## config.mk

```make
export PLATFORM = sky130hd
export DESIGN_NAME = xif_dma_flat
export DESIGN_NICKNAME = d
export VERILOG_FILES = /design/src/rtl/xif_dma_pkg.sv /design/src/rtl/xif_dma_if.sv /design/src/rtl/xif_dma_fifo.sv /design/src/rtl/xif_dma.sv /design/src/flat_wrapper.sv
export SDC_FILE = /design/constraint.sdc
export NUM_CORES = 1
export LEC_CHECK = 0
export CAP_MARGIN = 40
export CORE_UTILIZATION = 31
export DETAILED_ROUTE_END_ITERATION = 12
export PLACE_DENSITY = 0.52
export SYNTH_ARGS = -nofsm -noshare
export SYNTH_HDL_FRONTEND = slang
export SYNTH_SLANG_ARGS = --single-unit
```

## constraint.sdc

```tcl
create_clock -name clk_i -period 9.3 [get_ports clk_i]
set_clock_uncertainty 0.05 [all_clocks]
set_input_delay 1.86 -clock clk_i [delete_from_list [all_inputs] [get_ports clk_i]]
set_output_delay 1.86 -clock clk_i [all_outputs]
set_load 0.02 [all_outputs]
```

## src/rtl/xif_dma_pkg.sv

```systemverilog
// xif_dma_pkg: shared types and constants for the xif_dma block-copy initiator.
// Contents: controller state enum, full byte-enable value, word address step.
package xif_dma_pkg;

  typedef enum logic [1:0] {
    IDLE   = 2'd0,
    RUN    = 2'd1,
    DRAIN  = 2'd2,
    FINISH = 2'd3
  } state_e;

  localparam logic [3:0]  BE_FULL   = 4'hF;
  localparam logic [31:0] WORD_STEP = 32'd4;

endpackage

```

## src/rtl/xif_dma_if.sv

```systemverilog
// xif_dma_if: MemSplit32 request/response bus.
// Signals: req/we/addr/be/wdata (initiator -> responder),
//          ack/resp/rdata (responder -> initiator).
// Modports: master (initiator side), slave (responder side).
interface xif_dma_if;
  logic        req;
  logic        we;
  logic [31:0] addr;
  logic [3:0]  be;
  logic [31:0] wdata;
  logic        ack;
  logic        resp;
  logic [31:0] rdata;

  modport master (output req, we, addr, be, wdata, input ack, resp, rdata);
  modport slave  (input req, we, addr, be, wdata, output ack, resp, rdata);
endinterface

```

## src/rtl/xif_dma_fifo.sv

```systemverilog
// xif_dma_fifo: synchronous first-word-fall-through FIFO.
// Ports: clk_i, rst_i (sync, active-high), flush_i (empties the FIFO),
//        push_i/push_data_i, pop_i/pop_data_o, count_o, empty_o.
// DEPTH must be a power of two so the pointers wrap naturally.
module xif_dma_fifo #(
  parameter int DEPTH  = 4,
  parameter int DATA_W = 32
) (
  input  logic                   clk_i,
  input  logic                   rst_i,
  input  logic                   flush_i,
  input  logic                   push_i,
  input  logic [DATA_W-1:0]      push_data_i,
  input  logic                   pop_i,
  output logic [DATA_W-1:0]      pop_data_o,
  output logic [$clog2(DEPTH):0] count_o,
  output logic                   empty_o
);
  localparam int PTR_W = $clog2(DEPTH);
  localparam int CNT_W = PTR_W + 1;

  logic [DATA_W-1:0] mem [DEPTH];
  logic [PTR_W-1:0]  wr_ptr;
  logic [PTR_W-1:0]  rd_ptr;
  logic              full;
  logic              do_push;
  logic              do_pop;

  assign empty_o    = (count_o == '0);
  assign full       = (count_o == CNT_W'(DEPTH));
  assign do_pop     = pop_i && !empty_o;
  // A push into a full FIFO is allowed when a pop frees a slot in the same cycle.
  assign do_push    = push_i && (!full || do_pop);
  assign pop_data_o = mem[rd_ptr];

  always_ff @(posedge clk_i) begin
    if (rst_i || flush_i) begin
      wr_ptr  <= '0;
      rd_ptr  <= '0;
      count_o <= '0;
    end else begin
      if (do_push) wr_ptr <= wr_ptr + 1'b1;
      if (do_pop)  rd_ptr <= rd_ptr + 1'b1;
      count_o <= count_o + CNT_W'(do_push) - CNT_W'(do_pop);
    end
  end

  always_ff @(posedge clk_i) begin
    if (do_push) mem[wr_ptr] <= push_data_i;
  end

endmodule

```

## src/rtl/xif_dma.sv

```systemverilog
// xif_dma: MemSplit32 initiator copying len_bi words from src to dst.
// Ports: clk_i, rst_i (sync, active-high); start_i/src_addr_bi/dst_addr_bi/
//        len_bi configuration strobe; busy_o, done_o (1-cycle pulse), err_o
//        (sticky timeout); bus (xif_dma_if.master).
// Optional macro XIF_DMA_FILL_EN adds fill_i/fill_data_bi: pattern fill of dst
// with no reads.
module xif_dma
  import xif_dma_pkg::*;
#(
  parameter int FIFO_DEPTH  = 4,
  parameter int BUS_TIMEOUT = 1024 * 1024
) (
  input  logic        clk_i,
  input  logic        rst_i,
  input  logic        start_i,
  input  logic [31:0] src_addr_bi,
  input  logic [31:0] dst_addr_bi,
  input  logic [15:0] len_bi,
`ifdef XIF_DMA_FILL_EN
  input  logic        fill_i,
  input  logic [31:0] fill_data_bi,
`endif
  output logic        busy_o,
  output logic        done_o,
  output logic        err_o,
  xif_dma_if.master   bus
);
  localparam int          CNT_W   = $clog2(FIFO_DEPTH) + 1;
  localparam int          SUM_W   = CNT_W + 1;
  localparam logic [31:0] TO_LAST = 32'(BUS_TIMEOUT - 1);

  state_e            state;
  logic [31:0]       src_addr;
  logic [31:0]       dst_addr;
  logic [15:0]       rd_left;
  logic [15:0]       wr_left;
  logic [CNT_W-1:0]  outst;
  logic [31:0]       wait_cnt;
  logic              req_q;
  logic              we_q;
  logic [31:0]       addr_q;
  logic [31:0]       wdata_q;

  logic              fill_q;
  logic [31:0]       fill_pat_q;
  logic              start_fill;

  logic [31:0]       fifo_dout;
  logic [CNT_W-1:0]  fifo_cnt;
  logic              fifo_empty;

  logic active, handshake, rd_hs, resp_push, can_wr, can_rd;
  logic fifo_pop, pending, bus_event, timeout;

`ifdef XIF_DMA_FILL_EN
  assign start_fill = fill_i;
  always_ff @(posedge clk_i) begin
    if (rst_i)                          fill_q <= 1'b0;
    else if (state == IDLE && start_i) fill_q <= fill_i;
  end
  always_ff @(posedge clk_i) begin
    if (state == IDLE && start_i) fill_pat_q <= fill_data_bi;
  end
`else
  assign start_fill = 1'b0;
  assign fill_q     = 1'b0;
  assign fill_pat_q = '0;
`endif

  assign bus.req   = req_q;
  assign bus.we    = we_q;
  assign bus.addr  = addr_q;
  assign bus.be    = BE_FULL;
  assign bus.wdata = wdata_q;

  assign active    = (state == RUN) || (state == DRAIN);
  assign handshake = req_q && bus.ack;
  assign rd_hs     = handshake && !we_q;
  // Responses only count while a transfer is live with reads outstanding.
  assign resp_push = active && bus.resp && (outst != '0);
  assign can_wr    = !req_q && (wr_left != '0) && (fill_q || !fifo_empty);
  // Credit check: every outstanding read already owns a FIFO slot.
  assign can_rd    = !req_q && (rd_left != '0) &&
                     ((SUM_W'(fifo_cnt) + SUM_W'(outst)) < SUM_W'(FIFO_DEPTH));
  assign bus_event = handshake || bus.resp;
  assign pending   = req_q || (outst != '0);
  assign timeout   = (BUS_TIMEOUT != 0) && active && pending && !bus_event &&
                     (wait_cnt == TO_LAST);
  // The write word leaves the FIFO when the request is issued and is held in wdata_q.
  assign fifo_pop  = active && can_wr && !fill_q && !timeout;

  xif_dma_fifo #(
    .DEPTH  (FIFO_DEPTH),
    .DATA_W (32)
  ) u_fifo (
    .clk_i       (clk_i),
    .rst_i       (rst_i),
    .flush_i     (timeout),
    .push_i      (resp_push),
    .push_data_i (bus.rdata),
    .pop_i       (fifo_pop),
    .pop_data_o  (fifo_dout),
    .count_o     (fifo_cnt),
    .empty_o     (fifo_empty)
  );

  always_ff @(posedge clk_i) begin
    if (rst_i) begin
      state    <= IDLE;
      busy_o   <= 1'b0;
      done_o   <= 1'b0;
      err_o    <= 1'b0;
      req_q    <= 1'b0;
      we_q     <= 1'b0;
      addr_q   <= '0;
      wdata_q  <= '0;
      src_addr <= '0;
      dst_addr <= '0;
      rd_left  <= '0;
      wr_left  <= '0;
      outst    <= '0;
      wait_cnt <= '0;
    end else begin
      done_o <= 1'b0;
      case (state)
        IDLE: begin
          wait_cnt <= '0;
          if (start_i) begin
            err_o    <= 1'b0;
            src_addr <= src_addr_bi & ~32'h3;
            dst_addr <= dst_addr_bi & ~32'h3;
            outst    <= '0;
            if (len_bi == '0) begin
              state  <= FINISH;
              done_o <= 1'b1;
            end else begin
              state   <= RUN;
              busy_o  <= 1'b1;
              rd_left <= start_fill ? 16'd0 : len_bi;
              wr_left <= len_bi;
            end
          end
        end
        RUN, DRAIN: begin
          if (timeout) begin
            req_q    <= 1'b0;
            err_o    <= 1'b1;
            busy_o   <= 1'b0;
            done_o   <= 1'b1;
            outst    <= '0;
            wait_cnt <= '0;
            state    <= FINISH;
          end else begin
            outst <= outst + CNT_W'(rd_hs) - CNT_W'(resp_push);
            if (bus_event || !pending) wait_cnt <= '0;
            else                       wait_cnt <= wait_cnt + 32'd1;
            if (handshake) begin
              req_q <= 1'b0;
              if (we_q) begin
                wr_left  <= wr_left - 16'd1;
                dst_addr <= dst_addr + WORD_STEP;
              end else begin
                rd_left  <= rd_left - 16'd1;
                src_addr <= src_addr + WORD_STEP;
              end
            end else if (can_wr) begin
              req_q   <= 1'b1;
              we_q    <= 1'b1;
              addr_q  <= dst_addr;
              wdata_q <= fill_q ? fill_pat_q : fifo_dout;
            end else if (can_rd) begin
              req_q  <= 1'b1;
              we_q   <= 1'b0;
              addr_q <= src_addr;
            end
            if (state == RUN && rd_left == '0) state <= DRAIN;
            if (state == DRAIN && wr_left == '0) begin
              state  <= FINISH;
              busy_o <= 1'b0;
              done_o <= 1'b1;
            end
          end
        end
        FINISH: state <= IDLE;
        default: state <= IDLE;
      endcase
    end
  end

endmodule

```

## src/flat_wrapper.sv

```systemverilog
// flat-port wrapper written by rule: the top's interface ports become plain ports
module xif_dma_flat import xif_dma_pkg::*;
#(
  parameter int FIFO_DEPTH  = 4,
  parameter int BUS_TIMEOUT = 1024 * 1024
)
  (clk_i, rst_i, start_i, src_addr_bi, dst_addr_bi, len_bi, busy_o, done_o, err_o, bus_req, bus_we, bus_addr, bus_be, bus_wdata, bus_ack, bus_resp, bus_rdata);
  xif_dma_if bus_i ();
  input  logic clk_i;
  input  logic rst_i;
  input  logic start_i;
  input  logic [31:0] src_addr_bi;
  input  logic [31:0] dst_addr_bi;
  input  logic [15:0] len_bi;
  output logic busy_o;
  output logic done_o;
  output logic err_o;
  output wire logic [$bits(bus_i.req)-1:0] bus_req;
  output wire logic [$bits(bus_i.we)-1:0] bus_we;
  output wire logic [$bits(bus_i.addr)-1:0] bus_addr;
  output wire logic [$bits(bus_i.be)-1:0] bus_be;
  output wire logic [$bits(bus_i.wdata)-1:0] bus_wdata;
  input wire logic [$bits(bus_i.ack)-1:0] bus_ack;
  input wire logic [$bits(bus_i.resp)-1:0] bus_resp;
  input wire logic [$bits(bus_i.rdata)-1:0] bus_rdata;
  assign bus_req = bus_i.req;
  assign bus_we = bus_i.we;
  assign bus_addr = bus_i.addr;
  assign bus_be = bus_i.be;
  assign bus_wdata = bus_i.wdata;
  assign bus_i.ack = bus_ack;
  assign bus_i.resp = bus_resp;
  assign bus_i.rdata = bus_rdata;
  xif_dma #(.FIFO_DEPTH(FIFO_DEPTH), .BUS_TIMEOUT(BUS_TIMEOUT)) u_core (.clk_i(clk_i), .rst_i(rst_i), .start_i(start_i), .src_addr_bi(src_addr_bi), .dst_addr_bi(dst_addr_bi), .len_bi(len_bi), .busy_o(busy_o), .done_o(done_o), .err_o(err_o), .bus(bus_i));
endmodule
```

Word level (Yosys, flattened, before mapping)
Memories as Yosys holds them, arrays and structs flattened. A register that Yosys moved wholly into a read port is not among the register bits.
Index checks and enable logic that the tools add are counted.
{"block": "classes", "eq_ne": 14, "magnitude_cmp": 1, "n_addsub": 12, "n_reduce_logical": 53, "bitwise_logic": 2, "mux": 55}
{"operator": "$mux 32", "n": 12}
{"operator": "$pmux 32 s2", "n": 3}
{"operator": "$mux 16", "n": 8}
{"operator": "$add 32x3->32 const B", "n": 2}
{"operator": "$pmux 16 s2", "n": 2}
{"operator": "$logic_not 16->1", "n": 3}
{"operator": "$add 32x1->32 const B", "n": 1}
{"operator": "$eq 32x20->1 const B", "n": 1}
{"operator": "$reduce_bool 16->1", "n": 2}
{"operator": "$sub 16x1->16 const B", "n": 2}
{"operator": "$mux 1", "n": 18}
{"operator": "$logic_and 1x1->1", "n": 17}
{"operator": "$reduce_and 4->1", "n": 3}
{"operator": "$reduce_and 6->1", "n": 2}
{"operator": "$mux 2", "n": 5}
{"operator": "$reduce_and 5->1", "n": 2}
{"operator": "$ne 2x2->1 const B", "n": 4}
{"operator": "$logic_not 1->1", "n": 7}
{"operator": "$add 3x1->3", "n": 2}
{"operator": "$logic_or 1x1->1", "n": 6}
{"operator": "$mux 3", "n": 2}
{"operator": "$ne 2x1->1 const B", "n": 3}
{"operator": "$pmux 1 s2", "n": 3}
{"operator": "$pmux 2 s3", "n": 1}
{"operator": "other kinds (19)", "n": 26}
{"block": "word_totals", "out_inout_bits": 73, "word_cells": 154, "register_bits": 177, "inputBits": 117, "ram_bits": 128, "n_memories": 1}
{"memory": "u_core.u_fifo.mem", "words": 4, "word_bits": 32, "read_ports": 1, "rd_clocked_by_memory_dff": 1, "write_ports": 1, "line_no": "xif_dma_fifo.sv:22", "source": "logic [DATA_W-1:0] mem [DEPTH];"}

Logic depth before layout (Yosys ltp)
Gate-level depths: netlist of the first run.
{"block": "depth", "ltp_word": 12, "ltp_mapped": 15, "mapped_depth_nobuf": 13}

Modules after synthesis
From an unflattened synthesis of the first run, not the netlist that was laid out.
{"block": "hier_totals", "cells_unflattened": 1537, "hier_area_um2": 15320.9}
{"mod": "xif_dma", "instances": 1, "seq_area_each_um2": 3923.8, "cells_per_inst": 1322, "area_per_inst_um2": 10243.6}
{"mod": "xif_dma_fifo", "instances": 1, "seq_area_each_um2": 4023.9, "cells_per_inst": 215, "area_per_inst_um2": 5077.4}

Worst setup path after synthesis of the first run
Ideal clock, no wire load.
{"block": "synth_path", "path_kind": "input to register", "startpoint": "input bus_ack", "endpoint": "register u_core.u_fifo.count_o[1]", "setup_ps": 115, "arrival_ps": 3635, "path_slack_ps": 5500, "t_required_ps": 9135, "cell_stages": 10, "n_path_buf": 1, "cell_sequence": "nand2_1 > o2111a_1 > and3_1 > clkbuf_1 > nor2_1 > ha_1 > inv_1 > ha_1 > fa_1 > and3_1"}
{"block": "synth_via", "elab_chain_cells": 12, "elab_cells_between_ends": 13, "classes_between": "add/sub: 2; reduce/logical: 11"}
{"element": "start: declaration", "line_no": "flat_wrapper.sv:23", "source": "input wire logic [$bits(bus_i.ack)-1:0] bus_ack;"}
{"element": "$logic_and 1x1->1 *", "line_no": "xif_dma.sv:77", "source": "assign handshake = req_q && bus.ack;"}
{"element": "$logic_or 1x1->1 *", "line_no": "xif_dma.sv:85", "source": "assign bus_event = handshake || bus.resp;"}
{"element": "$logic_not 1->1 *", "line_no": "xif_dma.sv:87", "source": "assign timeout = (BUS_TIMEOUT != 0) && active && pending && !bus_event &&"}
{"element": "$logic_and 1x1->1 * (2 in a row)", "line_no": "xif_dma.sv:87"}
{"element": "$logic_not 1->1 *", "line_no": "xif_dma.sv:90", "source": "assign fifo_pop = active && can_wr && !fill_q && !timeout;"}
{"element": "$logic_and 1x1->1 *", "line_no": "xif_dma.sv:90"}
{"element": "$logic_and 1x1->1 *", "line_no": "xif_dma_fifo.sv:31", "source": "assign do_pop = pop_i && !empty_o;"}
{"element": "via u_core.u_fifo.do_pop", "line_no": "xif_dma_fifo.sv:27", "source": "logic do_pop;"}
{"element": "$logic_or 1x1->1", "line_no": "xif_dma_fifo.sv:33", "source": "assign do_push = push_i && (!full || do_pop);"}
{"element": "$logic_and 1x1->1", "line_no": "xif_dma_fifo.sv:33"}
{"element": "$add 3x1->3", "line_no": "xif_dma_fifo.sv:44", "source": "count_o <= count_o + CNT_W'(do_push) - CNT_W'(do_pop);"}
{"element": "$sub 3x1->3 *", "line_no": "xif_dma_fifo.sv:44"}
{"element": "end signal: assignment", "line_no": "xif_dma_fifo.sv:44"}
{"element": "end: declaration", "line_no": "xif_dma_fifo.sv:16", "source": "output logic [$clog2(DEPTH):0] count_o,"}
The timed path passes the listed nets; every way through them passes the cells marked *.
A chain may end at the register's enable or synchronous reset.

Worst setup path after layout of the first run
{"block": "layout_path", "startpoint": "register u_core.wr_left[0]", "endpoint": "register u_core.u_fifo.count_o[2]"}
{"block": "layout_via", "elab_chain_cells": 10}
{"element": "start: declaration", "line_no": "xif_dma.sv:36", "source": "logic [15:0] wr_left;"}
{"element": "start signal: assignment", "line_no": "xif_dma.sv:140", "source": "wr_left <= len_bi;"}
{"element": "start signal: assignment", "line_no": "xif_dma.sv:160", "source": "wr_left <= wr_left - 16'd1;"}
{"element": "$reduce_bool 16->1 *", "line_no": "xif_dma.sv:81", "source": "assign can_wr = !req_q && (wr_left != '0) && (fill_q || !fifo_empty);"}
{"element": "$logic_and 1x1->1 * (2 in a row)", "line_no": "xif_dma.sv:81"}
{"element": "$logic_and 1x1->1 * (2 in a row)", "line_no": "xif_dma.sv:90"}
{"element": "$logic_and 1x1->1 *", "line_no": "xif_dma_fifo.sv:31"}
{"element": "via u_core.u_fifo.do_pop", "line_no": "xif_dma_fifo.sv:27"}
{"element": "$logic_or 1x1->1", "line_no": "xif_dma_fifo.sv:33"}
{"element": "$logic_and 1x1->1", "line_no": "xif_dma_fifo.sv:33"}
{"element": "$add 3x1->3", "line_no": "xif_dma_fifo.sv:44"}
{"element": "$sub 3x1->3 *", "line_no": "xif_dma_fifo.sv:44"}
Marks and branches as above.

==> summary.txt, run 1 <==
Setup path
  – CP Class: reg -> reg
  – CP startpoint kind: register
  – Slowest-stage cell, CP: and3_1
  – Critical path peak fanout: 37
  – WP data arrival: 4320 ps
  – Worst path max stage delay: 800 ps
  – Crit-path cells: inv_1 -> ha_1 -> nor3b_1 -> and3_1 -> a21o_1 -> buf_4 -> nor2_1 -> ha_1 -> inv_1 -> ha_1 -> fa_1 -> xnor2_1 -> nor2_1
  – Crit path capture type: register
  – CP dominant cell by count: ha_1
  – CP delay by family, top: simple AND/OR/NAND/NOR gates
  – CP Data Required Time: 9690 ps
  – Worst Path Buf+Inv: 3

Floorplan
  – Ports: 190
  – Initial Utilization: 31.43%
  – Die Y: 232.8 um
  – Die area: 54200 um^2
  – Die width: ~230 um
  – CORE AREA: 52550 um^2
  – Core Rows: 84

Clocking
  – Clock buffer depth: 3
  – Clk_lat worst skew: 560 ps
  – CTS tree: built
  – Clk sinks: 331
  – Cts bufs inserted: 38
  – H-Tree Depth: 2
  – CTS Hold Bufs: 0
  – Root Driver: clkbuf_16
  – Clock transition at path regs: ~60 ps
  – Setup Fix Bufs, Post-CTS: 0
  – CTS resizes: 0

Layout
  – Layout Utilization: 38.41%
  – Ratio of cells with drive above 1 in the final layout: 8.112%
  – Cell Count, Final, Fillers Out: 2538
  – Nets: 1960
  – Area grow syn2layout: 22.23%
  – Filler cell count: 5296
  – Final instance area: 20190 um^2

Synthesis
  – Avg Cell Area, Syn: 9.652 um^2
  – Distinct cells, synth: 82
  – Dominant synthesized flop cell: dfxtp_1
  – Asr flop ratio synth: 0%
  – Synth Instances: 1711
  – Share of the synthesized area in the top cell type: 24.61%
  – Cell Area, Synth: between 15000 and 20000 um^2
  – EDFF count, synth: 128
  – Synth top area cells: dfxtp_1, edfxtp_1, o21ai_0
  – YS warnings: 0
  – Synth area leader: dfxtp_1
  – Seq/Total Area, Yosys: 47.88%
  – #FFs+latches synth: 331

Timing
  – Final Max Tran Viols: 0
  – Tcrit/Tclk final: between 40% and 50%
  – Max Fclk: 254.8 MHz
  – # setup viols final: 0
  – Worst-margin pin slew: 899.5 ps
  – Hold violation count in the final report: 0
  – Max-slew headroom: 39.89%
  – RSZ-0062 raised after global routing: false
  – Setup Total Neg Slack: 0 ps
  – Minimum clock period: 3925 ps

Pwr
  – P_leak: 6.774 nW
  – Clk pwr share: 27.2%
  – Reg power frac: 35.8%
  – Sw Share: 39.88%
  – Power density over cell area: ~280 nW/um^2
  – Peak VDD IR: 0.1419 mV
  – Internal power: 0.003389 W
  – Net load switching power: 0.002249 W
  – Power, Total: 0.005638 W
  – Combinational share of power: between 30 and 40%

Drt
  – DRT Wirelength: 51.85 mm
  – Residual DRC: 0
  – Post-route ant nets: 0
  – 1st-iter DRT viols: between 1000 and 1500
  – Post-DR wirelength/cell: 20.43 um
  – Vias per cell: 5.584
  – Vias after detailed routing: 14170
  – TritonRoute pass-1 iters: 7

Min path
  – Worst min path class: reg -> reg

Placed design
  – DP Area: ~19000 um^2
  – GP Congestion: between 0.8 and 0.9
  – IO buf count: 179
  – Post-DP HPWL: roughly 33 mm
  – Placed insts: 2470

Global route
  – Initial antenna violation count: 2
  – Vias in the first global route: ~14000
  – First-pass GRT wire length: 80.12 mm
  – GRT Residual Overflow: 0
  – Largest net degree at the start of global routing: 69
  – Total track usage: between 10% and 20%

Status
  – Status: complete, no violations

Run
  – MaxCap Viol Count: 0
cells by family (layout without fill, tap and decap cells):
group | after synthesis | after routing | share of synthesized area, %
compound gates | 503 | 503 | 19.08
buf+inv | 189 | 323 | 4.667
xor+xnor | 29 | 29 | 1.538
simple gates | 550 | 550 | 17.45
fa+ha+maj | 21 | 21 | 1.682
mux | 86 | 86 | 7.660
flops | 331 | 331 | 47.88
other cells | 2 | 7 | 0.04547
routing by layer:
layer / track usage (%) / part of all wire, % / wire length [um] / vias up
li1: - / - / - / 6710
met1: 24.50 / 44 / 22820 / 6942
met2: 31.86 / 48 / 24790 / 443
met3: 3.223 / 5.6 / 2890 / 75
met4: 6.168 / 2.6 / 1339 / 2
met5: 0 / 0.025 / 13 / -
state kept, by name, indices dropped and copies added, names as in the netlist, 2 cells and up:
| register | cells |
|---|---|
| u_core.u_fifo.rd_ptr | 2 |
| u_core.state | 2 |
| u_core.src_addr | 30 |
| u_core.wait_cnt | 32 |
| u_core.bus.addr | 30 |
| u_core.wr_left | 16 |
| u_core.outst | 3 |
| u_core.dst_addr | 30 |
| u_core.rd_left | 16 |
| u_core.u_fifo.wr_ptr | 2 |
| u_core.u_fifo.count_o | 3 |
| u_core.bus.wdata | 32 |
| u_core.u_fifo.mem | 128 |
worst reg2reg max path, stage by stage (launching register included):
cell	delay, ps
dfxtp_1	330
inv_1	80
ha_1	170
nor3b_1	560
and3_1	800
a21o_1	220
buf_4	380
nor2_1	110
ha_1	290
inv_1	40
ha_1	180
fa_1	380
xnor2_1	170
nor2_1	60
final timing paths:
kind                                          start                       end  slack, ps  cells past startpoint
worst max-delay path              u_core.wr_left[0]  u_core.u_fifo.count_o[2]       5370                     13
worst max register to register    u_core.wr_left[0]  u_core.u_fifo.count_o[2]       5370                     13
worst min register to register  u_core.bus.addr[14]       u_core.bus.addr[14]        410                      2
worst min-delay path            u_core.bus.addr[14]       u_core.bus.addr[14]        410                      2
synth_stat cells (9+ instances only):
library cell	instances
dfxtp_1	203
o21ai_0	169
edfxtp_1	128
clkbuf_1	122
a21oi_1	118
nand3_1	114
nand2_1	106
nor2_1	88
mux2i_1	51
a22oi_1	42
inv_1	42
nor3_1	42
nand4_1	40
mux4_2	32
nor4_1	31
o211a_1	24
and3_1	23
and2_1	22
a31oi_1	20
a211oi_1	19
ha_1	19
o22ai_1	19
xnor2_1	19
a2111oi_0	18
nor2b_1	17
and4_1	12
or3_1	12
xor2_1	10
buf_2	9
o211ai_1	9
o21a_1	9
cell type report:
| class | count | area [um^2] | area share, % |
|---|---|---|---|
| multi-input combinational | 1195 | 7913 | 39.20 |
| sequential | 331 | 7909 | 39.18 |
| timing repair buffer | 214 | 2082 | 10.31 |
| clock buffer | 54 | 1072 | 5.312 |
| tap | 688 | 860.8 | 4.265 |
| clock inverter | 13 | 188.9 | 0.9360 |
| inverter | 42 | 157.7 | 0.7810 |
| antenna | 1 | 2.502 | 0.01240 |
power groups by stage:
stage               combinational (W)  clock (W)  sequential, W
floorplan                     0.00142          0        0.00198
global placement              0.00202          0        0.00203
detailed placement            0.00208          0        0.00204
CTS                           0.00208    0.00157        0.00201
global route                  0.00230    0.00163        0.00205
finish                        0.00209    0.00153        0.00202
cells in the final DEF, fill, tap and decap left out, drive strengths merged, types with 10 or more instances in the layout:
master / Yosys / layout
and4: 12 / 12
nand4: 40 / 40
o211a: 24 / 24
a21oi: 119 / 119
a31oi: 20 / 20
o21ai: 174 / 174
nor4: 33 / 33
or3: 12 / 12
ha: 19 / 19
o22ai: 19 / 19
a22oi: 42 / 42
a211oi: 19 / 19
nor2: 88 / 88
inv: 42 / 41
dfxtp: 203 / 203
nor3: 44 / 44
a2111oi: 18 / 18
xnor2: 19 / 19
edfxtp: 128 / 128
clkdlybuf4s50: 0 / 178
buf: 24 / 36
mux2i: 51 / 51
xor2: 10 / 10
clkbuf: 123 / 54
nand3: 114 / 114
mux4: 32 / 32
nand2: 107 / 107
and3: 23 / 23
nor2b: 17 / 17
and2: 23 / 23
stage by stage:
stage | worst slack (ps) | hold slack [ps]
floorplan | 5500 | 389.8
global placement | 4343 | 398.0
detailed placement | 4819 | 404.8
CTS | 5395 | 412.1
global route | 5155 | 426.6
finish | 5375 | 409.8
Note: power is estimated with default switching activity, not from simulation.
==> run 2: changes to the inputs <==
==> constraint.sdc (replaced) <==
create_clock -name clk_i -period 3.8 [get_ports clk_i]
set_clock_uncertainty 0.05 [all_clocks]
set_input_delay 0.76 -clock clk_i [delete_from_list [all_inputs] [get_ports clk_i]]
set_output_delay 0.76 -clock clk_i [all_outputs]
set_load 0.02 [all_outputs]
==> run 2 against run 1 <==
Register-to-register slack got worse by 4900 ps. Total power is 150% higher. Hold slack got worse by 1.6 ps. Fmax grew 18%. Global-route usage decreased by 0.079 points. Via count decreased by 0.60%. Core utilization up 0.26 points. Clock power is 150% higher. Final area increased by 0.67%. Critical path depth down 5. Critical endpoint is now u_core.src_addr[9]. Sequential power increased by 140%. Flip-flop and latch count stayed put.
==> summary.txt, run 2 (synthesis results as in run 1) <==
Setup path
  – CP startpoint kind: register (unchanged)
  – CP Data Required Time: 4180 ps (was 9690 ps)
  – WP data arrival: 3690 ps (was 4320 ps)
  – FF-to-FF path depth: 8 (was 13)
  – Slowest-stage cell, CP: clkinv_1 (was and3_1)
  – Critical path peak fanout: 37 (unchanged)
  – CP Class: reg -> reg (unchanged)
  – Crit path capture type: register (unchanged)
  – Worst path max stage delay: 600 ps (was 800 ps)
  – Crit-path cells: inv_1 -> ha_4 -> clkinv_1 -> o211ai_1 -> buf_4 -> nor4_1 -> o21a_1 -> a2111oi_0 (was inv_1 -> ha_1 -> nor3b_1 -> and3_1 -> a21o_1 -> buf_4 -> nor2_1 -> ha_1 -> inv_1 -> ha_1 -> fa_1 -> xnor2_1 -> nor2_1)
  – Worst R2R Setup Slack: 490 ps (was 5370 ps)

Layout
  – Largest register FFs: 128 (unchanged)
  – Commonest non-fill, non-tap cell in the layout: dfxtp_1 (unchanged)
  – Filler cell count: 5241 (was 5296)
  – Most frequent cells in the layout: dfxtp_1, clkdlybuf4s50_1, o21ai_0, edfxtp_1, a21oi_1 (unchanged)
  – Cell Count, Final, Fillers Out: 2556 (was 2538)
  – Nets: 1976 (was 1960)
  – Area grow syn2layout: 23.05% (was 22.23%)
  – Layout Utilization: 38.67% (was 38.41%)
  – Ratio of cells with drive above 1 in the final layout: 8.891% (was 8.112%)
  – Biggest register: u_core.u_fifo.mem (unchanged)

Pwr
  – P_leak: 6.853 nW (was 6.774 nW)
  – Power density over cell area: 684.4 nW/um^2 (was 279.3 nW/um^2)
  – Peak VDD IR: 0.5498 mV (was 0.1419 mV)

Global route
  – First-pass GRT wire length: 79.72 mm (was 80.12 mm)
  – GRT Residual Overflow: 0 (unchanged)
  – Total track usage: 18.85% (was 18.93%)
  – Largest net degree at the start of global routing: 127 (was 69)
  – Vias in the first global route: 13560 (was 13680)
  – Initial antenna violation count: 2 (unchanged)

Timing
  – Max Fclk: 301.7 MHz (was 254.8 MHz)
  – Max-slew headroom: 36.38% (was 39.89%)
  – Setup Total Neg Slack: 0 ps (unchanged)
  – Final Max Tran Viols: 0 (unchanged)
  – Worst hold slack: 408.1 ps (was 409.8 ps)
  – Tcrit/Tclk final: 87.21% (was 42.21%)
  – # setup viols final: 0 (unchanged)
  – RSZ-0062 raised after global routing: false (unchanged)
  – Worst-margin pin slew: 930.2 ps (was 899.5 ps)
  – Minimum clock period: 3314 ps (was 3925 ps)
  – Hold violation count in the final report: 0 (unchanged)

Floorplan
  – Ports: 190 (unchanged)
  – Die area: 54200 um^2 (unchanged)
  – Core Rows: 84 (unchanged)
  – Initial Utilization: 31.43% (unchanged)
  – CORE AREA: 52550 um^2 (unchanged)
  – Die Y: 232.8 um (unchanged)
  – Die width: 232.8 um (unchanged)

Clocking
  – CTS resizes: 0 (unchanged)
  – Cts bufs inserted: 38 (unchanged)
  – CTS tree: built (unchanged)
  – Clock buffer depth: 3 (unchanged)
  – CTS Hold Bufs: 0 (unchanged)
  – Setup Fix Bufs, Post-CTS: 0 (unchanged)
  – Clk_lat worst skew: 560 ps (about the same)
  – Root Driver: clkbuf_16 (unchanged)
  – Clk sinks: 331 (unchanged)
  – H-Tree Depth: 2 (unchanged)
  – Clock transition at path regs: 60 ps (about the same)

Drt
  – 1st-iter DRT viols: 971 (was 1023)
  – Routed wl met2: 24.96 mm (was 24.79 mm)
  – Vias per cell: 5.511 (was 5.584)
  – Routed wl met3: 3.017 mm (was 2.890 mm)
  – Met1 WL: 22.62 mm (was 22.82 mm)
  – DRT Wirelength: 52.08 mm (was 51.85 mm)
  – Post-DR wirelength/cell: 20.38 um (was 20.43 um)
  – Residual DRC: 0 (unchanged)
  – Post-route ant nets: 0 (unchanged)
  – Vias after detailed routing: 14090 (was 14170)
  – DR top layer: met5 (unchanged)
  – TritonRoute pass-1 iters: 5 (was 7)

Min path
  – Worst min path class: reg -> reg (unchanged)
  – Hold depth: 2 (unchanged)

Placed design
  – IO buf count: 179 (unchanged)
  – Placed insts: 2486 (was 2470)
  – GP Congestion: 0.8655 (was 0.8607)
  – Post-DP HPWL: 34.02 mm (was 33.41 mm)

Run
  – MaxCap Viol Count: 0 (unchanged)

Status
  – Status: complete, no violations (unchanged)
-- run 2: final timing paths --
kind / start / end
max: u_core.state[0] / u_core.src_addr[9]
min: u_core.bus.addr[3] / u_core.bus.addr[3]
min reg2reg: u_core.bus.addr[3] / u_core.bus.addr[3]
max reg2reg: u_core.state[0] / u_core.src_addr[9]
-- run 2: layer usage --
layer,GRT usage [%],up-vias
met1,24.52,6872
met5,0,-
met4,6.516,2
met3,3.346,80
met2,31.30,396
li1,-,6737
-- run 2: layout make-up --
| class | instances | area (um^2) | share of cell area [%] |
|---|---|---|---|
| diodes | 1 | 2.502 | 0.01231 |
| clock inverters | 16 | 203.9 | 1.004 |
| repair buffers | 230 | 2206 | 10.86 |
| clock buffers | 53 | 1069 | 5.258 |
| flip-flops and latches | 331 | 7909 | 38.92 |
| multi-input cells | 1195 | 7913 | 38.94 |
| inverters | 42 | 157.7 | 0.7758 |
| well taps | 688 | 860.8 | 4.236 |
-- run 2: critical path, delay by kind of cell (launching register included) --
family | cells | cell delay (ps)
simple gates | 1 | 110
fa+ha+maj | 1 | 560
buf+inv | 3 | 1130
flops | 1 | 380
compound gates | 3 | 940
-- run 2: per-stage QoR --
stage	setup WS (ps)	area [um^2]	total power [W]
after CTS	484.0	20320	0.01400
after global placement	384.0	19020	0.01008
final	485.9	20320	0.01391
after detailed placement	341.8	19050	0.01018
after floorplan	810.2	16530	0.008309
after global routing	238.0	20320	0.01473
-- run 2: power by group --
part           internal, W  leakage (nW)  total [W]  switching (W)
registers          0.00422          2.81    0.00493       0.000707
logic              0.00193          3.43    0.00521        0.00329
clock network      0.00225         0.616    0.00377        0.00152
total              0.00839          6.85     0.0139        0.00552
==> run 3: changes to the inputs <==
--- a/config.mk
+++ b/config.mk
@@ -9,6 +9,7 @@
 export CORE_UTILIZATION = 31
 export DETAILED_ROUTE_END_ITERATION = 12
 export PLACE_DENSITY = 0.52
+export SLEW_MARGIN = 10
 export SYNTH_ARGS = -nofsm -noshare
 export SYNTH_HDL_FRONTEND = slang
 export SYNTH_SLANG_ARGS = --single-unit
==> constraint.sdc (replaced) <==
create_clock -name clk_i -period 3.4 [get_ports clk_i]
set_clock_uncertainty 0.05 [all_clocks]
set_input_delay 0.68 -clock clk_i [delete_from_list [all_inputs] [get_ports clk_i]]
set_output_delay 0.68 -clock clk_i [all_outputs]
set_load 0.02 [all_outputs]
==> run 3 against run 2 <==
Wire length increased by 0.20%. Highest routed layer unchanged. Critical endpoint unchanged. Clock power up 16%. Largest cell class unchanged. Critical path type unchanged. Final cell count increased by 0.31%. First-iteration DRC count grew 6.2%. Fmax up 9.1%. Combinational power up 14%. Via count increased by 0.37%. Total power rose by 14%. Non-clock buffer count is 8 higher. Global-route usage rose by 0.16 points. Register-to-register slack worse by 120 ps.
==> summary.txt, run 3 (synthesis results as in run 1) <==
Status
  – Status: complete, no violations (unchanged)

Setup path
  – Critical path peak fanout: 34 (was 37)
  – CP startpoint kind: register (unchanged)
  – CP delay by family, top: buffers and inverters (unchanged)
  – CP Data Required Time: 3810 ps (was 4180 ps)
  – WP data arrival: 3450 ps (was 3690 ps)
  – CP Class: reg -> reg (unchanged)
  – Slowest-stage cell, CP: buf_4 (was clkinv_1)
  – Crit-path cells: inv_1 -> ha_4 -> buf_4 -> clkinv_1 -> o211ai_1 -> buf_4 -> nor4_1 -> o21a_1 -> a2111oi_0 (was inv_1 -> ha_4 -> clkinv_1 -> o211ai_1 -> buf_4 -> nor4_1 -> o21a_1 -> a2111oi_0)
  – FF-to-FF path depth: 9 (was 8)
  – Crit path capture type: register (unchanged)
  – CP dominant cell by count: buf_4
  – Critical path depth in cells: 9 (was 8)
  – Worst Path Buf+Inv: 4 (was 3)
  – Worst path max stage delay: 430 ps (was 600 ps)

Drt
  – DRT Wirelength: 52.19 mm (was 52.08 mm)
  – Vias per cell: 5.514 (was 5.511)
  – Post-route ant nets: 0 (unchanged)
  – 1st-iter DRT viols: 1031 (was 971)
  – Post-DR wirelength/cell: 20.35 um (was 20.38 um)
  – TritonRoute pass-1 iters: 5 (unchanged)
  – Residual DRC: 0 (unchanged)
  – Vias after detailed routing: 14140 (was 14090)

Floorplan
  – Core Rows: 84 (unchanged)
  – Ports: 190 (unchanged)
  – CORE AREA: 52550 um^2 (unchanged)
  – Die width: 232.8 um (unchanged)
  – Initial Utilization: 31.43% (unchanged)
  – Die area: 54200 um^2 (unchanged)
  – Die Y: 232.8 um (unchanged)

Timing
  – Final Max Tran Viols: 0 (unchanged)
  – Setup Total Neg Slack: 0 ps (unchanged)
  – Minimum clock period: 3037 ps (was 3314 ps)
  – Hold violation count in the final report: 0 (unchanged)
  – Worst-margin pin slew: 883.6 ps (was 930.2 ps)
  – Tcrit/Tclk final: 89.33% (was 87.21%)
  – RSZ-0062 raised after global routing: false (unchanged)
  – Max-slew headroom: 40.55% (was 36.38%)
  – # setup viols final: 0 (unchanged)
  – Worst hold slack: 408.8 ps (was 408.1 ps)
  – Max Fclk: 329.2 MHz (was 301.7 MHz)

Clocking
  – Clk sinks: 331 (unchanged)
  – Clock buffer depth: 3 (unchanged)
  – CTS tree: built (unchanged)
  – Setup Fix Bufs, Post-CTS: 0 (unchanged)
  – Clock transition at path regs: 60 ps (about the same)
  – Cts bufs inserted: 38 (unchanged)
  – Root Driver: clkbuf_16 (unchanged)
  – CTS resizes: 0 (unchanged)
  – CTS Hold Bufs: 0 (unchanged)
  – Clk_lat worst skew: 580 ps (was 560 ps)
  – H-Tree Depth: 2 (unchanged)

Global route
  – Initial antenna violation count: 2 (unchanged)
  – GRT Residual Overflow: 0 (unchanged)
  – Vias in the first global route: 13570 (was 13560)
  – Largest net degree at the start of global routing: 63 (was 127)
  – Total track usage: 19.02% (was 18.85%)
  – First-pass GRT wire length: 80.39 mm (was 79.72 mm)

Pwr
  – Power density over cell area: 772.8 nW/um^2 (was 684.4 nW/um^2)
  – Peak VDD IR: 0.4387 mV (was 0.5498 mV)
  – P_leak: 6.959 nW (was 6.853 nW)

Min path
  – Worst min path class: reg -> reg (unchanged)
  – Hold depth: 2 (unchanged)

Run
  – MaxCap Viol Count: 0 (unchanged)

Layout
  – Most frequent cells in the layout: dfxtp_1, clkdlybuf4s50_1, o21ai_0, edfxtp_1, a21oi_1 (unchanged)
  – Layout Utilization: 39.07% (was 38.67%)
  – Largest register FFs: 128 (unchanged)
  – Ratio of cells with drive above 1 in the final layout: 9.707% (was 8.891%)
  – Commonest non-fill, non-tap cell in the layout: dfxtp_1 (unchanged)
  – Area grow syn2layout: 24.33% (was 23.05%)
  – Biggest register: u_core.u_fifo.mem (unchanged)
  – Nets: 1984 (was 1976)

Placed design
  – IO buf count: 179 (unchanged)
  – GP Congestion: 0.8608 (was 0.8655)
  – Post-DP HPWL: 34.64 mm (was 34.02 mm)
-- run 3: routing by layer --
metal	up-vias	share of wire [%]	track usage [%]
li1	6757	-	-
met1	6881	43	24.26
met2	417	48	31.71
met3	82	6.1	3.824
met4	2	3.1	6.822
met5	-	0.025	0
-- run 3: worst paths after layout --
path | startpoint | slack (ps) | endpoint
max | u_core.state[0] | 360 | u_core.src_addr[9]
min | u_core.bus.addr[17] | 410 | u_core.bus.addr[17]
max reg2reg | u_core.state[0] | 360 | u_core.src_addr[9]
min reg2reg | u_core.bus.addr[17] | 410 | u_core.bus.addr[17]
-- run 3: cell type report --
cell class | instances | area (um^2)
diodes | 1 | 2.502
clock inverters | 20 | 276.5
fillers | 5253 | 32020
multi-input cells | 1195 | 7913
flip-flops and latches | 331 | 7909
well taps | 688 | 860.8
clock buffers | 49 | 1062
inverters | 42 | 157.7
repair buffers | 238 | 2352
-- run 3: per-stage QoR --
step	setup slack, ps	instance area [um^2]	power (W)	std cells
CTS	392.6	20530	0.01596	2563
global placement	173.4	19150	0.01136	2491
detailed placement	136.1	19190	0.01152	2494
global route	115.3	20530	0.01680	2564
finish	362.7	20530	0.01587	2564
floorplan	410.2	16530	0.009286	1715
-- run 3: worst min-delay path, stage by stage, from the launching register on --
cell,delay [ps]
dfxtp_1,310
nand2_1,50
mux2i_1,50
-- run 3: report_power, final --
group / switching, W / total [W] / internal, W
combinational: 0.00369 / 0.00595 / 0.00225
clock: 0.00177 / 0.00439 / 0.00261
sequential: 0.000819 / 0.00553 / 0.00471
